<file path="src/rtl/window_scan_scheduler_pkg.sv">
// Shared window-buffer definitions: scheduler state encoding and default geometry.
package window_scan_scheduler_pkg;

  localparam int unsigned DEF_IMG_W = 640;
  localparam int unsigned DEF_IMG_H = 480;
  localparam int unsigned DEF_K     = 7;

  typedef enum logic [1:0] {
    ST_IDLE = 2'd0,
    ST_FILL = 2'd1,
    ST_RUN  = 2'd2,
    ST_DONE = 2'd3
  } state_t;

endpackage

</file>
<file path="src/rtl/window_scan_scheduler_pixel_position_counter.sv">
// Row/column position of the next pixel, with wrap at frame edges and terminal flags.
module pixel_position_counter
  import window_scan_scheduler_pkg::*;
#(
  parameter int unsigned IMG_W = DEF_IMG_W,
  parameter int unsigned IMG_H = DEF_IMG_H
) (
  input  logic                     clk,
  input  logic                     rst,
  input  logic                     clear,
  input  logic                     advance,
  output logic [$clog2(IMG_W)-1:0] col,
  output logic [$clog2(IMG_H)-1:0] row,
  output logic                     col_last_c,
  output logic                     row_last_c
);

  localparam int unsigned CW = $clog2(IMG_W);
  localparam int unsigned RW = $clog2(IMG_H);

  assign col_last_c = (col == CW'(IMG_W - 1));
  assign row_last_c = (row == RW'(IMG_H - 1));

  // Last pixel of the frame wraps both counters back to the origin.
  always_ff @(posedge clk or negedge rst) begin
    if (!rst) begin
      col <= '0;
      row <= '0;
    end else if (clear) begin
      col <= '0;
      row <= '0;
    end else if (advance) begin
      if (col_last_c) begin
        col <= '0;
        row <= row_last_c ? '0 : row + RW'(1);
      end else begin
        col <= col + CW'(1);
      end
    end
  end

endmodule

</file>
<file path="src/rtl/window_scan_scheduler.sv">
// Raster-scan scheduler for a KxK sliding window: pixel handshake, fill/run sequencing
// and a per-pixel window-valid strobe.
module window_scan_scheduler
  import window_scan_scheduler_pkg::*;
#(
  parameter int unsigned IMG_W = DEF_IMG_W,
  parameter int unsigned IMG_H = DEF_IMG_H,
  parameter int unsigned K     = DEF_K
) (
  input  logic                     clk,
  input  logic                     rst,
  input  logic                     start_i,
  input  logic                     abort_i,
  input  logic                     pixel_valid_i,
  output logic                     pixel_ready_o,
  output logic                     lb_wr_en_o,
  output logic                     win_valid_o,
  output logic [$clog2(IMG_W)-1:0] col_o,
  output logic [$clog2(IMG_H)-1:0] row_o,
  output logic                     busy_o,
  output logic                     frame_done_o
);

  localparam int unsigned CW = $clog2(IMG_W);
  localparam int unsigned RW = $clog2(IMG_H);

  state_t        state_q;
  state_t        state_d;
  logic          ready_q;
  logic          ready_d;
  logic          win_valid_q;
  logic          win_valid_d;
  logic          done_q;
  logic          done_d;
  logic          accept_c;
  logic          col_last_c;
  logic          row_last_c;
  logic [CW-1:0] col;
  logic [RW-1:0] row;

  // Abort outranks a same-cycle handshake so no pixel slips into the line buffer.
  assign accept_c = pixel_valid_i & ready_q & ~abort_i;

  pixel_position_counter #(
    .IMG_W (IMG_W),
    .IMG_H (IMG_H)
  ) u_pos (
    .clk        (clk),
    .rst        (rst),
    .clear      (abort_i),
    .advance    (accept_c),
    .col        (col),
    .row        (row),
    .col_last_c (col_last_c),
    .row_last_c (row_last_c)
  );

  // Next state and next values of the registered outputs.
  always_comb begin
    state_d = state_q;
    case (state_q)
      ST_IDLE: if (start_i) state_d = ST_FILL;
      ST_FILL: if (accept_c && col_last_c && (row == RW'(K - 2))) state_d = ST_RUN;
      ST_RUN:  if (accept_c && col_last_c && row_last_c) state_d = ST_DONE;
      ST_DONE: state_d = ST_IDLE;
      default: state_d = ST_IDLE;
    endcase
    if (abort_i) state_d = ST_IDLE;

    win_valid_d = accept_c && (row >= RW'(K - 1)) && (col >= CW'(K - 1));
    ready_d     = (state_d == ST_FILL) || (state_d == ST_RUN);
    done_d      = (state_d == ST_DONE);
  end

  always_ff @(posedge clk or negedge rst) begin
    if (!rst) begin
      state_q     <= ST_IDLE;
      ready_q     <= 1'b0;
      win_valid_q <= 1'b0;
      done_q      <= 1'b0;
    end else begin
      state_q     <= state_d;
      ready_q     <= ready_d;
      win_valid_q <= win_valid_d;
      done_q      <= done_d;
    end
  end

  assign pixel_ready_o = ready_q;
  assign busy_o        = ready_q;
  assign lb_wr_en_o    = accept_c;
  assign win_valid_o   = win_valid_q;
  assign frame_done_o  = done_q;
  assign col_o         = col;
  assign row_o         = row;

endmodule
</file>
<file path="config.mk">
export PLATFORM = sky130hd
export DESIGN_NAME = window_scan_scheduler
export DESIGN_NICKNAME = d
export VERILOG_FILES = /design/src/rtl/window_scan_scheduler_pkg.sv /design/src/rtl/window_scan_scheduler_pixel_position_counter.sv /design/src/rtl/window_scan_scheduler.sv
export SDC_FILE = /design/constraint.sdc
export NUM_CORES = 1
export LEC_CHECK = 0
export CAP_MARGIN = 5
export CORE_ASPECT_RATIO = 0.9
export CORE_UTILIZATION = 30
export CTS_BUF_LIST = sky130_fd_sc_hd__clkbuf_2
export DETAILED_ROUTE_END_ITERATION = 8
export PLACE_DENSITY_LB_ADDON = 0.2
export RECOVER_POWER = 50
export SLEW_MARGIN = 20
export SYNTH_ARGS = -nofsm -noshare
export SYNTH_HDL_FRONTEND = slang
export SYNTH_SLANG_ARGS = --single-unit
</file>
<file path="constraint.sdc">
create_clock -name clk -period 2.4 [get_ports clk]
set_clock_uncertainty 0.05 [all_clocks]
set_input_delay 0.48 -clock clk [delete_from_list [all_inputs] [get_ports clk]]
set_output_delay 0.48 -clock clk [all_outputs]
set_load 0.05 [all_outputs]
</file>
==> Word level (Yosys, flattened, before mapping) <==
Index checks and enable logic that the tools add are counted.
W data, S select, Z words.
{ "word_totals": {"ff_bits": 24, "out_inout_bits": 24} }
{ "classes": {"n_addsub": 2, "magnitude_cmp": 2, "eq_ne": 9, "muxes": 12, "bitwise": 3, "n_reduce_logical": 10} }
{ "ops": {"columns": ["cell", "count"], "rows": [
  ["$mux W9", 4],
  ["$mux W10", 3],
  ["$add A10 B1 Y10 const B", 1],
  ["$eq A10 B10 Y1 const B", 1],
  ["$ge A10 B3 Y1 const B", 1],
  ["$add A9 B1 Y9 const B", 1],
  ["$eq A9 B3 Y1 const B", 1],
  ["$eq A9 B9 Y1 const B", 1],
  ["$ge A9 B3 Y1 const B", 1],
  ["$eq A2 B2 Y1 const B", 4],
  ["$mux W2", 4],
  ["$pmux W2 S4", 1],
  ["$logic_and A1 B1 Y1", 5],
  ["$eq A2 B1 Y1 const B", 2],
  ["$reduce_bool A2 Y1", 2],
  ["$and A1 B1 Y1", 2],
  ["$logic_not A2 Y1", 1],
  ["$reduce_and A2 Y1", 1],
  ["$logic_or A1 B1 Y1", 1],
  ["$not A1 Y1", 1]
]} }

==> Logic depth before layout (Yosys ltp) <==
Gate-level depths: netlist (run 1).
{ "logic_depth": {"depth_word": 9, "ltp_mapped": 6, "mapped_depth_nobuf": 6} }

==> By module <==
From an unflattened synthesis (run 1), not the netlist that was laid out.
{ "unflattened": {"hier_cells": 138, "hier_area_um2": 1336.3} }
{ "by_module_without_submodules": {"columns": ["mod", "instances", "cells_each", "area_each_um2", "seq_area_each_um2"], "rows": [
  ["pixel_position_counter", 1, 112, 1064.8, 475.5],
  ["window_scan_scheduler", 1, 26, 271.5, 125.1]
]} }

==> Least setup slack after synthesis (run 1) <==
OpenSTA, ideal clock, no wires.
{ "synth_timing": {"path_kind": "flip-flop to flip-flop", "startpoint": "reg u_pos.col[1]", "endpoint": "reg ready_q (netlist: busy_o)", "setup_ps": 126, "t_arrival_ps": 2443, "required_ps": 2224, "path_slack_ps": -219, "stages_incl_launch_ff": 7, "path_buffers": 0, "path_cell_list": "dfrtp_1 ha_1 nand2_1 or3_1 or4_1 o211a_1 ha_1"} }
{ "synth_between": {"elab_chain_len": 8} }
{ "synth_lines": {"columns": ["item", "line", "text"], "rows": [
  ["from (decl)", "window_scan_scheduler_pixel_position_counter.sv:12", "output logic [$clog2(IMG_W)-1:0] col,"],
  ["from (signal assigned)", "window_scan_scheduler_pixel_position_counter.sv:37", "col <= col + CW'(1);"],
  ["$eq A10 B10 Y1 (*)", "window_scan_scheduler_pixel_position_counter.sv:21", "assign col_last_c = (col == CW'(IMG_W - 1));"],
  ["$logic_and A1 B1 Y1 (*)", "window_scan_scheduler.sv:63, window_scan_scheduler.sv:64", null],
  ["$logic_and A1 B1 Y1, on equally long branches", "window_scan_scheduler.sv:64, window_scan_scheduler.sv:63", null],
  ["$mux W2, on equally long branches", "window_scan_scheduler.sv:64, window_scan_scheduler.sv:63", null],
  ["$pmux W2 S4 (*)", "window_scan_scheduler.sv:61", "case (state_q)"],
  ["$mux W2 (*)", "window_scan_scheduler.sv:68", "if (abort_i) state_d = ST_IDLE;"],
  ["via state_d[0]", "window_scan_scheduler.sv:28", "state_t state_d;"],
  ["$eq A2 B1 Y1 or $eq A2 B2 Y1 (tied branches)", "window_scan_scheduler.sv:71", "ready_d = (state_d == ST_FILL) || (state_d == ST_RUN);"],
  ["$logic_or A1 B1 Y1 (*)", "window_scan_scheduler.sv:71", null],
  ["via ready_d", "window_scan_scheduler.sv:30", "logic ready_d;"],
  ["to (signal assigned)", "window_scan_scheduler.sv:83", "ready_q <= ready_d;"],
  ["to (decl)", "window_scan_scheduler.sv:29", "logic ready_q;"]
]} }
Mark *: on every way through the listed nets, which the timed path passes. The rest lies on a longest branch.
A chain may end at the register's enable or synchronous reset.

==> Worst setup path after layout (run 1) <==
{ "layout_timing": {"startpoint": "reg u_pos.col[7]", "endpoint": "reg ready_q (netlist: busy_o)"} }
The elaborated chain is that of the path after synthesis.

==> results of run 1 <==
==> worst min-delay path: cells and delay by family, from the launching register on <==
family	cells	cell delay [ns]
DFF	1	0.48
AOI/OAI and AO/OA	1	0.06
and+or+nand+nor	1	0.06
==> metal layers <==
metal / GRT usage / vias to the layer above
met5: 0 / -
met4: 0.02206 / 0
met3: 0.03811 / 2
met2: 0.2639 / 34
met1: 0.2415 / 638
li1: - / 657
==> through the flow <==
step	hold slack [ns]	total power, mW	std cells
2_1_floorplan	0.1344	0.4566	153
3_3_place_gp	0.5271	0.4953	256
4_1_cts	0.4003	0.6588	260
3_5_place_dp	0.5275	0.4958	256
5_1_grt	0.5729	0.6818	262
6_report	0.5543	0.6445	262
==> registers in the layout (all words and copies together) (netlist names) <==
name,flops
u_pos.col,10
u_pos.row,9
state_q,2
busy_o,1
frame_done_o,1
win_valid_o,1
==> placed cells by master (no fill, tap or decap), types with 2 or more instances in the layout <==
master           instances
clkdlybuf4s50_1         25
nand2_1                 19
buf_4                   17
dfrtp_1                 14
nor3_1                  11
a21oi_1                 11
dfrtp_2                 10
nor2_1                   9
inv_1                    7
o21ai_0                  7
nand3_1                  6
ha_1                     6
nand4_1                  5
xnor2_1                  5
clkbuf_1                 5
or4_1                    4
nor4_1                   4
or3_1                    4
clkbuf_2                 3
nand4b_1                 2
a31oi_1                  2
xor2_1                   2
and4_1                   2
dlygate4sd3_1            2
==> area by class of cell <==
| cell class | count | area (um2) |
|---|---|---|
| inverters | 7 | 26.28 |
| multi-input cells | 117 | 734.5 |
| clock inverters | 1 | 3.754 |
| repair buffers | 50 | 436.7 |
| well taps | 60 | 75.07 |
| fillers | 415 | 2307 |
| clock buffers | 3 | 15.01 |
| flip-flops and latches | 24 | 613.1 |
==> cells by family after synthesis <==
| group | after synthesis | share of synthesized area |
|---|---|---|
| AO/OA/AOI/OAI | 25 | 0.1046 |
| XOR/XNOR | 7 | 0.04496 |
| adder cells (fa/ha/maj) | 6 | 0.05504 |
| buffers and inverters | 12 | 0.03670 |
| flip-flops | 24 | 0.4404 |
| multiplexers | 1 | 0.007340 |
| AND/OR/NAND/NOR | 78 | 0.3110 |
==> worst paths after layout <==
kind / from / endpoint / cells past startpoint
max reg2reg: u_pos.col[7] / busy_o / 5
min reg2reg: u_pos.col[0] / u_pos.col[0] / 2
max in group asynchronous: rst / u_pos.row[1] / 2
min in group asynchronous: rst / u_pos.row[0] / 2
max: u_pos.col[7] / busy_o / 5
min: u_pos.col[0] / u_pos.col[0] / 2
==> repair_timing <==
item                                   in CTS  in global routing
buffers inserted                            0                  2
gates resized for setup                     0                  1
endpoints found under the hold margin       0                  0
setup endpoints to repair                   0                  1
==> power groups by stage <==
stage          registers, mW  logic [mW]  clock network, mW
5_1_grt                0.415      0.0790              0.188
3_3_place_gp           0.421      0.0748                  0
3_5_place_dp           0.421      0.0751                  0
4_1_cts                0.414      0.0755              0.169
2_1_floorplan          0.430      0.0268                  0
6_report               0.414      0.0719              0.159
==> metrics, run 1 <==
Total GRT Usage=0.1687; Distinct cells, synth=34; Iter 0 DRT Violations=~110; Synth top area share=0.4404; setup tns final=0 ns; die height=65.97 um; max_cap viols=0; Synth area leaders=dfrtp_1 (44%), ha_1 (5.5%), nand2_1 (5.2%); WP data arrival=approximately 2.5 ns; Met3 Wirelength=between 150 and 200 um; Pint=around 0.47 mW; Clk pwr share=0.246; diode count=0; WL final=approximately 3700 um; Seq pwr share=0.642; CP Launch Type=flop; Inserted Clock Buffers=3; CP endpoint kind=flop; crit path kind=flop to flop; DR top layer=met4; row count=22; Final Hold Fails=0; H-Tree Depth=1; antenna violations before repair=0; Post-Synthesis Cells=between 150 and 200; share of cells above drive strength 1=0.1832; DR vias/cell=5.080; WL met2=1700 um; Area after DPL=roughly 1900 um2; final setup violating endpoints=0; CTS Hold Bufs=0; worst hold path type=flop to flop; Initial Utilization=0.3238; Post-synth EDFFs=0; CTS tree=yes; wl on met1=roughly 1800 um; Max stage delay on crit path=0.51 ns; Sw Ratio=0.2695; synthesized area per cell=8.914 um2; critical path peak fanout=4; antenna-violating nets left=0; I/O pin count=29; Worst VDD drop=0.3235 mV; Ys Warns=0; Core ar.=about 4200 um2; average wire per standard cell=~14 um; synthesized net count=~160; Comb power frac=0.112; switching pwr=0.1737 mW; synth cell count leaders=dfrtp_1 (24), nand2_1 (19), a21oi_1 (12); IO Port Bufs=28; leak pwr=between 0.7 and 0.8 nW; Worst EP required=2.60 ns; Root Buffer=clkbuf_2; fin area=1904 um2; DRC viols=0; Buf+Inv Stages, Crit Path=0; post-synthesis sequential area ratio=0.4404; die area=4820 um2; Vias=approximately 1,300; worst slack, placed=-0.03792 ns; Seq cells post-synth=24; Slew Limit Fails=0; GP Congestion=between 0.8 and 0.9; number of global-route vias before repair=about 1,200; Top FF cell, synth=dfrtp_1; CP cell instances=or3b_4, or3_4, or4_4, a21oi_2, ha_1; Pwr Density=around 340 nW/um2; Max-Slew Margin vs Limit=0.1358; async set or reset register ratio after synthesis=1.000; Yosys top cell by area=dfrtp_1; Nets=214; top-count cell post-synth=dfrtp_1; Max Freq=between 0.4 and 0.5 GHz; grt total ovfl=0; outcome=finished, final reports clean; placed wire-length estimate=around 2700 um; fin worst setup slack=around 0.061 ns; area grow syn2layout=39.63%; RSZ-0062 raised after global routing=false; clock sinks=24; Core Util, Final=0.4522; Worst-path clk slew=about 0.23 ns; Final period util=0.9746; largest net degree at the start of global routing=25; Worst-Skew Late Latency=roughly 0.33 ns; Slowest cell on crit path=or4_4; critical path's top delay family=simple AND/OR/NAND/NOR gates; Initial DRT Pass Iterations=4; Slew @ Worst Pin=~1.3 ns; CTS Buffer Depth=2; first-pass GRT wire length=just over 6000 um; Tmin final=2.339 ns; die width=between 70 and 80 um; R2R setup slack=around 0.061 ns; Netlist Area Pre-Place=1364 um2
Power figures use the tool's default switching activity.
==> run 2, diff against run 1 <==
--- a/config.mk
+++ b/config.mk
@@ -7,10 +7,10 @@
 export LEC_CHECK = 0
 export CAP_MARGIN = 5
 export CORE_ASPECT_RATIO = 0.9
-export CORE_UTILIZATION = 30
+export CORE_UTILIZATION = 35
 export CTS_BUF_LIST = sky130_fd_sc_hd__clkbuf_2
 export DETAILED_ROUTE_END_ITERATION = 8
-export PLACE_DENSITY_LB_ADDON = 0.2
+export PLACE_DENSITY_LB_ADDON = 0.25
 export RECOVER_POWER = 50
 export SLEW_MARGIN = 20
 export SYNTH_ARGS = -nofsm -noshare
==> metrics, run 2 (synthesized netlist as in run 1, its figures left out) <==
outcome=finished, final reports clean; placed wire-length estimate=2541 um (-7.4%); GP Congestion=0.8302 (-6.4%); die area=4151 um2 (-14%); Final period util=0.9621 (-0.01256); total chip power=0.7670 mW (+19%); layer with the highest usage=met2; Core ar.=3731 um2 (-11%); area grow syn2layout=37.80%; antenna violations before repair=0 (unchanged); diode count=0 (unchanged); r2r worst-path depth=5 (unchanged); Reg2Reg Capture Point=busy_o; Initial DRT Pass Iterations=6 (+2); Pwr Density=408.1 nW/um2 (+21%); Area after DPL=1851 um2 (-1.7%); GR Util met2=0.2871 (+0.02324); Inserted Clock Buffers=3 (unchanged); Worst VDD drop=0.1880 mV (-42%); final setup violating endpoints=0 (unchanged); Slew @ Worst Pin=1.325 ns (+0.02924 ns); R2R setup slack=0.09 ns (+0.03 ns); final cell count without fillers=244 (-6.9%); RSZ-0062 raised after global routing=false; Reg with most FFs=u_pos.col; I/O pin count=29 (unchanged); Worst-path clk slew=0.27 ns (+0.04 ns); most frequent cells in the layout=clkdlybuf4s50_1 (24), nand2_1 (19), dfrtp_1 (14); row count=21 (-4.5%); largest net degree at the start of global routing=25 (unchanged); Worst-Skew Late Latency=0.39 ns (+0.06 ns); max_cap viols=0 (unchanged); WL final=3484 um (-4.7%); Iter 0 DRT Violations=74 (-32%); # fillers=343 (-17%); CTS Buffer Depth=2 (unchanged); CP endpoint kind=flop; DP Cell Count=240 (-6.3%); number of global-route vias before repair=1,206 (-2.0%); DRC viols=0 (unchanged); share of cells above drive strength 1=0.1667 (-0.01650); die height=61.22 um (-7.2%); Final Hold Fails=0 (unchanged); critical path peak fanout=4 (unchanged); Root Buffer=clkbuf_2; leak pwr=0.7431 nW (+1.2%); CTS Hold Bufs=0 (unchanged); CTS tree=yes; met3 Track Usage GR=0.02222 (-0.01589); HP Start=state_q[0]; Crit. Startpoint=u_pos.col[7]; fin area=1879 um2 (-1.3%); Worst EP required=2.68 ns (+0.08 ns); setup tns final=0 ns (unchanged); most common cell after layout, fill and taps aside=clkdlybuf4s50_1; die width=67.80 um (-7.2%); Multi-input gate area=728.2 um2 (-0.85%); Largest regs=u_pos.col x10, u_pos.row x9, state_q x2; average wire per standard cell=14.28 um (+2.4%); WP data arrival=2.58 ns (+0.04 ns); Critical Path Sink=busy_o; Total GRT Usage=0.1888 (+0.02013); antenna-violating nets left=0 (unchanged); first-pass GRT wire length=5768 um (-7.0%); CP Launch Type=flop; Slew Limit Fails=0 (unchanged); Nets=210 (-1.9%); crit path kind=flop to flop; register area=613.1 um2 (unchanged); Tmin final=2.309 ns (-0.03015 ns); worst hold path type=flop to flop; Initial Utilization=0.3655 (+0.04170); GRT met1 Usage=0.2746 (+0.03312); DR vias/cell=5.283 (+4.0%); IO Port Bufs=28 (unchanged); worst r2r src=u_pos.col[7]; grt total ovfl=0 (unchanged); H-Tree Depth=1 (unchanged); setup bufs post-CTS=0 (unchanged); Vias=1,289 (-3.2%); Max Freq=0.4331 GHz (+1.3%); Core Util, Final=0.5037 (+0.05152); Max-Slew Margin vs Limit=0.1163 (-0.01949); max FFs per register=10 (unchanged); clock sinks=24 (unchanged)
-- run 2: cell count changes in the layout (fill, tap and decap cells not counted), sizes merged --
cell / previous run / this run
clkbuf: 8 / 9
dlymetal6s2s: 0 / 1
bufinv: 0 / 1
clkinv: 1 / 0
buf: 18 / 13
clkdlybuf4s50: 25 / 24
-- run 2: worst min-delay path by stage --
| stage | slack (ns) | cells after the start | endpoint |
|---|---|---|---|
| 6_report | 0.54 | 2 | state_q[1] |
| 5_1_grt | 0.59 | 2 | u_pos.col[0] |
| 4_1_cts | 0.37 | 2 | u_pos.col[2] |
| 3_5_place_dp | 0.54 | 2 | u_pos.col[6] |
| 3_3_place_gp | 0.52 | 2 | u_pos.col[0] |
| 2_1_floorplan | 0.13 | 0 | busy_o |
-- run 2: cell type report --
type / instances / area share
Clock inverter: 1 / 0.01598
Inverter: 7 / 0.01398
Clock buffer: 3 / 0.007989
Multi-Input combinational cell: 117 / 0.3875
Sequential cell: 24 / 0.3262
Tap cell: 46 / 0.03063
Timing Repair Buffer: 46 / 0.2177
-- run 2: metrics by stage --
step | hold slack, ns | setup WS [ns]
floorplan | 0.1344 | -0.02720
global placement | 0.5200 | -0.01602
finish | 0.5448 | 0.09106
global route | 0.5882 | 0.003602
detailed placement | 0.5366 | -0.04036
CTS | 0.3661 | 0.08636
-- run 2: power breakdown --
part           leakage [nW]  switching (mW)  internal [mW]
logic                 0.401          0.0462         0.0248
clock network        0.0266           0.138          0.143
registers             0.315         0.00496          0.409
total                 0.743           0.189          0.578
-- run 2: worst max-delay path: stages (launching register included) --
cell and delay (ns):
dfrtp_2 0.47, or3b_4 0.42, or3_4 0.38, or4_4 0.50, o211a_1 0.16, ha_1 0.27
-- run 2: repair_timing --
| action | CTS | global route |
|---|---|---|
| gates resized for setup | 0 | 1 |
| setup endpoints to repair | 0 | 1 |
| hold endpoints to repair | 0 | 0 |
-- run 2: routing by layer --
metal | routed length, um | up-vias
met5 | 0 | -
met4 | 56 | 0
met3 | 67 | 5
met2 | 1540 | 19
met1 | 1819 | 617
li1 | - | 648
==> run 3, diff against run 2 <==
--- a/config.mk
+++ b/config.mk
@@ -6,6 +6,8 @@
 export NUM_CORES = 1
 export LEC_CHECK = 0
 export CAP_MARGIN = 5
+export CELL_PAD_IN_SITES_DETAIL_PLACEMENT = 0
+export CELL_PAD_IN_SITES_GLOBAL_PLACEMENT = 1
 export CORE_ASPECT_RATIO = 0.9
 export CORE_UTILIZATION = 35
 export CTS_BUF_LIST = sky130_fd_sc_hd__clkbuf_2
==> metrics, run 3 (synthesized netlist as in run 1, its figures left out) <==
outcome=finished with violations; violated checks=design-rule violations; Slew Limit Fails=0 (unchanged); Worst EP required=2.64 ns (-0.04 ns); Seq pwr share=0.546 (+0.006); setup bufs post-CTS=0 (unchanged); critical path peak fanout=4 (unchanged); Total GRT Usage=0.1903 (+0.001446); final setup violating endpoints=0 (unchanged); largest net degree at the start of global routing=25 (unchanged); Initial Utilization=0.3655 (unchanged); RSZ-0062 raised after global routing=false; CTS Buffer Depth=2 (unchanged); Iter 0 DRT Violations=55 (-26%); I/O pin count=29 (unchanged); Crit. Startpoint=u_pos.col[7]; Final Hold Fails=0 (unchanged); Slew @ Worst Pin=1.317 ns (-0.008601 ns); worst r2r src=u_pos.col[7]; average wire per standard cell=14.61 um (+2.3%); leak pwr=0.7356 nW (-1.0%); Max Freq=0.4334 GHz (about the same); diode count=0 (unchanged); Worst VDD drop=0.4825 mV (+160%); die width=67.80 um (unchanged); Worst-path clk slew=0.25 ns (-0.02 ns); Clk pwr share=0.359 (-0.008); Area after DPL=1866 um2 (+0.81%); GR Util met2=0.2871 (unchanged); IO Port Bufs=28 (unchanged); worst hold path type=flop to flop; met3 Track Usage GR=0.05556 (+0.03333); most common cell after layout, fill and taps aside=clkdlybuf4s50_1; CTS tree=yes; fin area=1891 um2 (+0.60%); Max stage delay on crit path=0.50 ns (about the same); layer with the highest usage=met2; final cell count without fillers=246 (+0.82%); number of global-route vias before repair=1,204 (-0.17%); Core Util, Final=0.5067 (+0.003018); Largest regs=u_pos.col x10, u_pos.row x9, state_q x2; Nets=212 (+0.95%); CP endpoint kind=flop; max FFs per register=10 (unchanged); CP cell instances=or3b_4, or3_4, or4_4, o211a_1, ha_1; placed wire-length estimate=2680 um (+5.5%); DR vias/cell=5.407 (+2.3%); WL final=3595 um (+3.2%); Comb power frac=0.094 (+0.002); CP Launch Type=flop; crit path kind=flop to flop; grt total ovfl=0 (unchanged); clock sinks=24 (unchanged); row count=21 (unchanged); # fillers=344 (+0.29%); Root Buffer=clkbuf_2; Tmin final=2.307 ns (-0.001846 ns); Worst-Skew Late Latency=0.36 ns (-0.03 ns); area grow syn2layout=38.62%; antenna violations before repair=0 (unchanged); share of cells above drive strength 1=0.1700 (+0.003333); Core ar.=3731 um2 (unchanged); Reg with most FFs=u_pos.col; most frequent cells in the layout=clkdlybuf4s50_1 (25), nand2_1 (19), dfrtp_1 (15); Inserted Clock Buffers=3 (unchanged); max_cap viols=0 (unchanged); Max-Slew Margin vs Limit=0.1221 (+0.005734); die area=4151 um2 (unchanged); worst hold slack=0.5587 ns (+0.01386 ns); GRT met1 Usage=0.2770 (+0.002358); first-pass GRT wire length=5865 um (+1.7%); post-CTS resize count=0 (unchanged); H-Tree Depth=1 (unchanged); die height=61.22 um (unchanged); DRC viols=2 (+2); Initial DRT Pass Iterations=6 (unchanged); Slowest cell on crit path=or4_4; WP data arrival=2.55 ns (-0.03 ns); Pint=0.5777 mW (about the same); Sw Ratio=0.2384 (-0.008342); switching pwr=0.1808 mW (-4.4%); CTS Hold Bufs=0 (unchanged); Vias=1,330 (+3.2%); DP Cell Count=242 (+0.83%); total chip power=0.7586 mW (-1.1%); antenna-violating nets left=0 (unchanged); HP Start=u_pos.col[0]; Final period util=0.9613 (about the same); GP Congestion=0.8094 (-2.5%); Pwr Density=401.2 nW/um2 (-1.7%)
run 3: per-stage QoR:
| stage | setup WS (ns) | TNS (ns) |
|---|---|---|
| final | 0.09290 | 0 |
| after global routing | 0.04069 | 0 |
| after CTS | 0.08987 | 0 |
| after detailed placement | -0.07304 | -0.1445 |
| after global placement | -0.02621 | -0.04516 |
| after floorplan | -0.02720 | -0.02720 |
run 3: final cells by class:
class	instances	area (um2)	share of cell area
Tap cell	46	57.56	0.03044
Inverter	7	26.28	0.01390
Timing Repair Buffer	48	421.7	0.2230
Clock inverter	1	30.03	0.01588
Multi-Input combinational cell	117	728.2	0.3852
Sequential cell	24	611.8	0.3236
Clock buffer	3	15.01	0.007942
run 3: metal layers:
layer  vias up  wire length (um)
li1        651                 -
met1       631              1802
met2        44              1540
met3         4               231
met4         0                21
met5         -                 0
run 3: power groups by stage:
stage,Combinational (mW),Sequential [mW],Clock (mW)
global placement,0.0741,0.421,0
detailed placement,0.0745,0.421,0
CTS,0.0750,0.414,0.282
global route,0.0782,0.416,0.297
floorplan,0.0268,0.430,0
finish,0.0717,0.414,0.273
run 3: critical path: cells and delay by family (launching register included):
| family | cells | cell delay (ns) |
|---|---|---|
| flip-flops | 1 | 0.46 |
| AO/OA/AOI/OAI | 1 | 0.16 |
| AND/OR/NAND/NOR | 3 | 1.30 |
| adder cells (fa/ha/maj) | 1 | 0.27 |
run 3: final timing paths:
path	to	slack (ns)	cells after the start
max in group asynchronous	u_pos.col[9]	0.58	2
hold / removal	u_pos.col[0]	0.56	2
setup / recovery	busy_o	0.09	5
setup reg to reg	busy_o	0.09	5
hold reg to reg	u_pos.col[0]	0.56	2
min in group asynchronous	frame_done_o	0.83	2
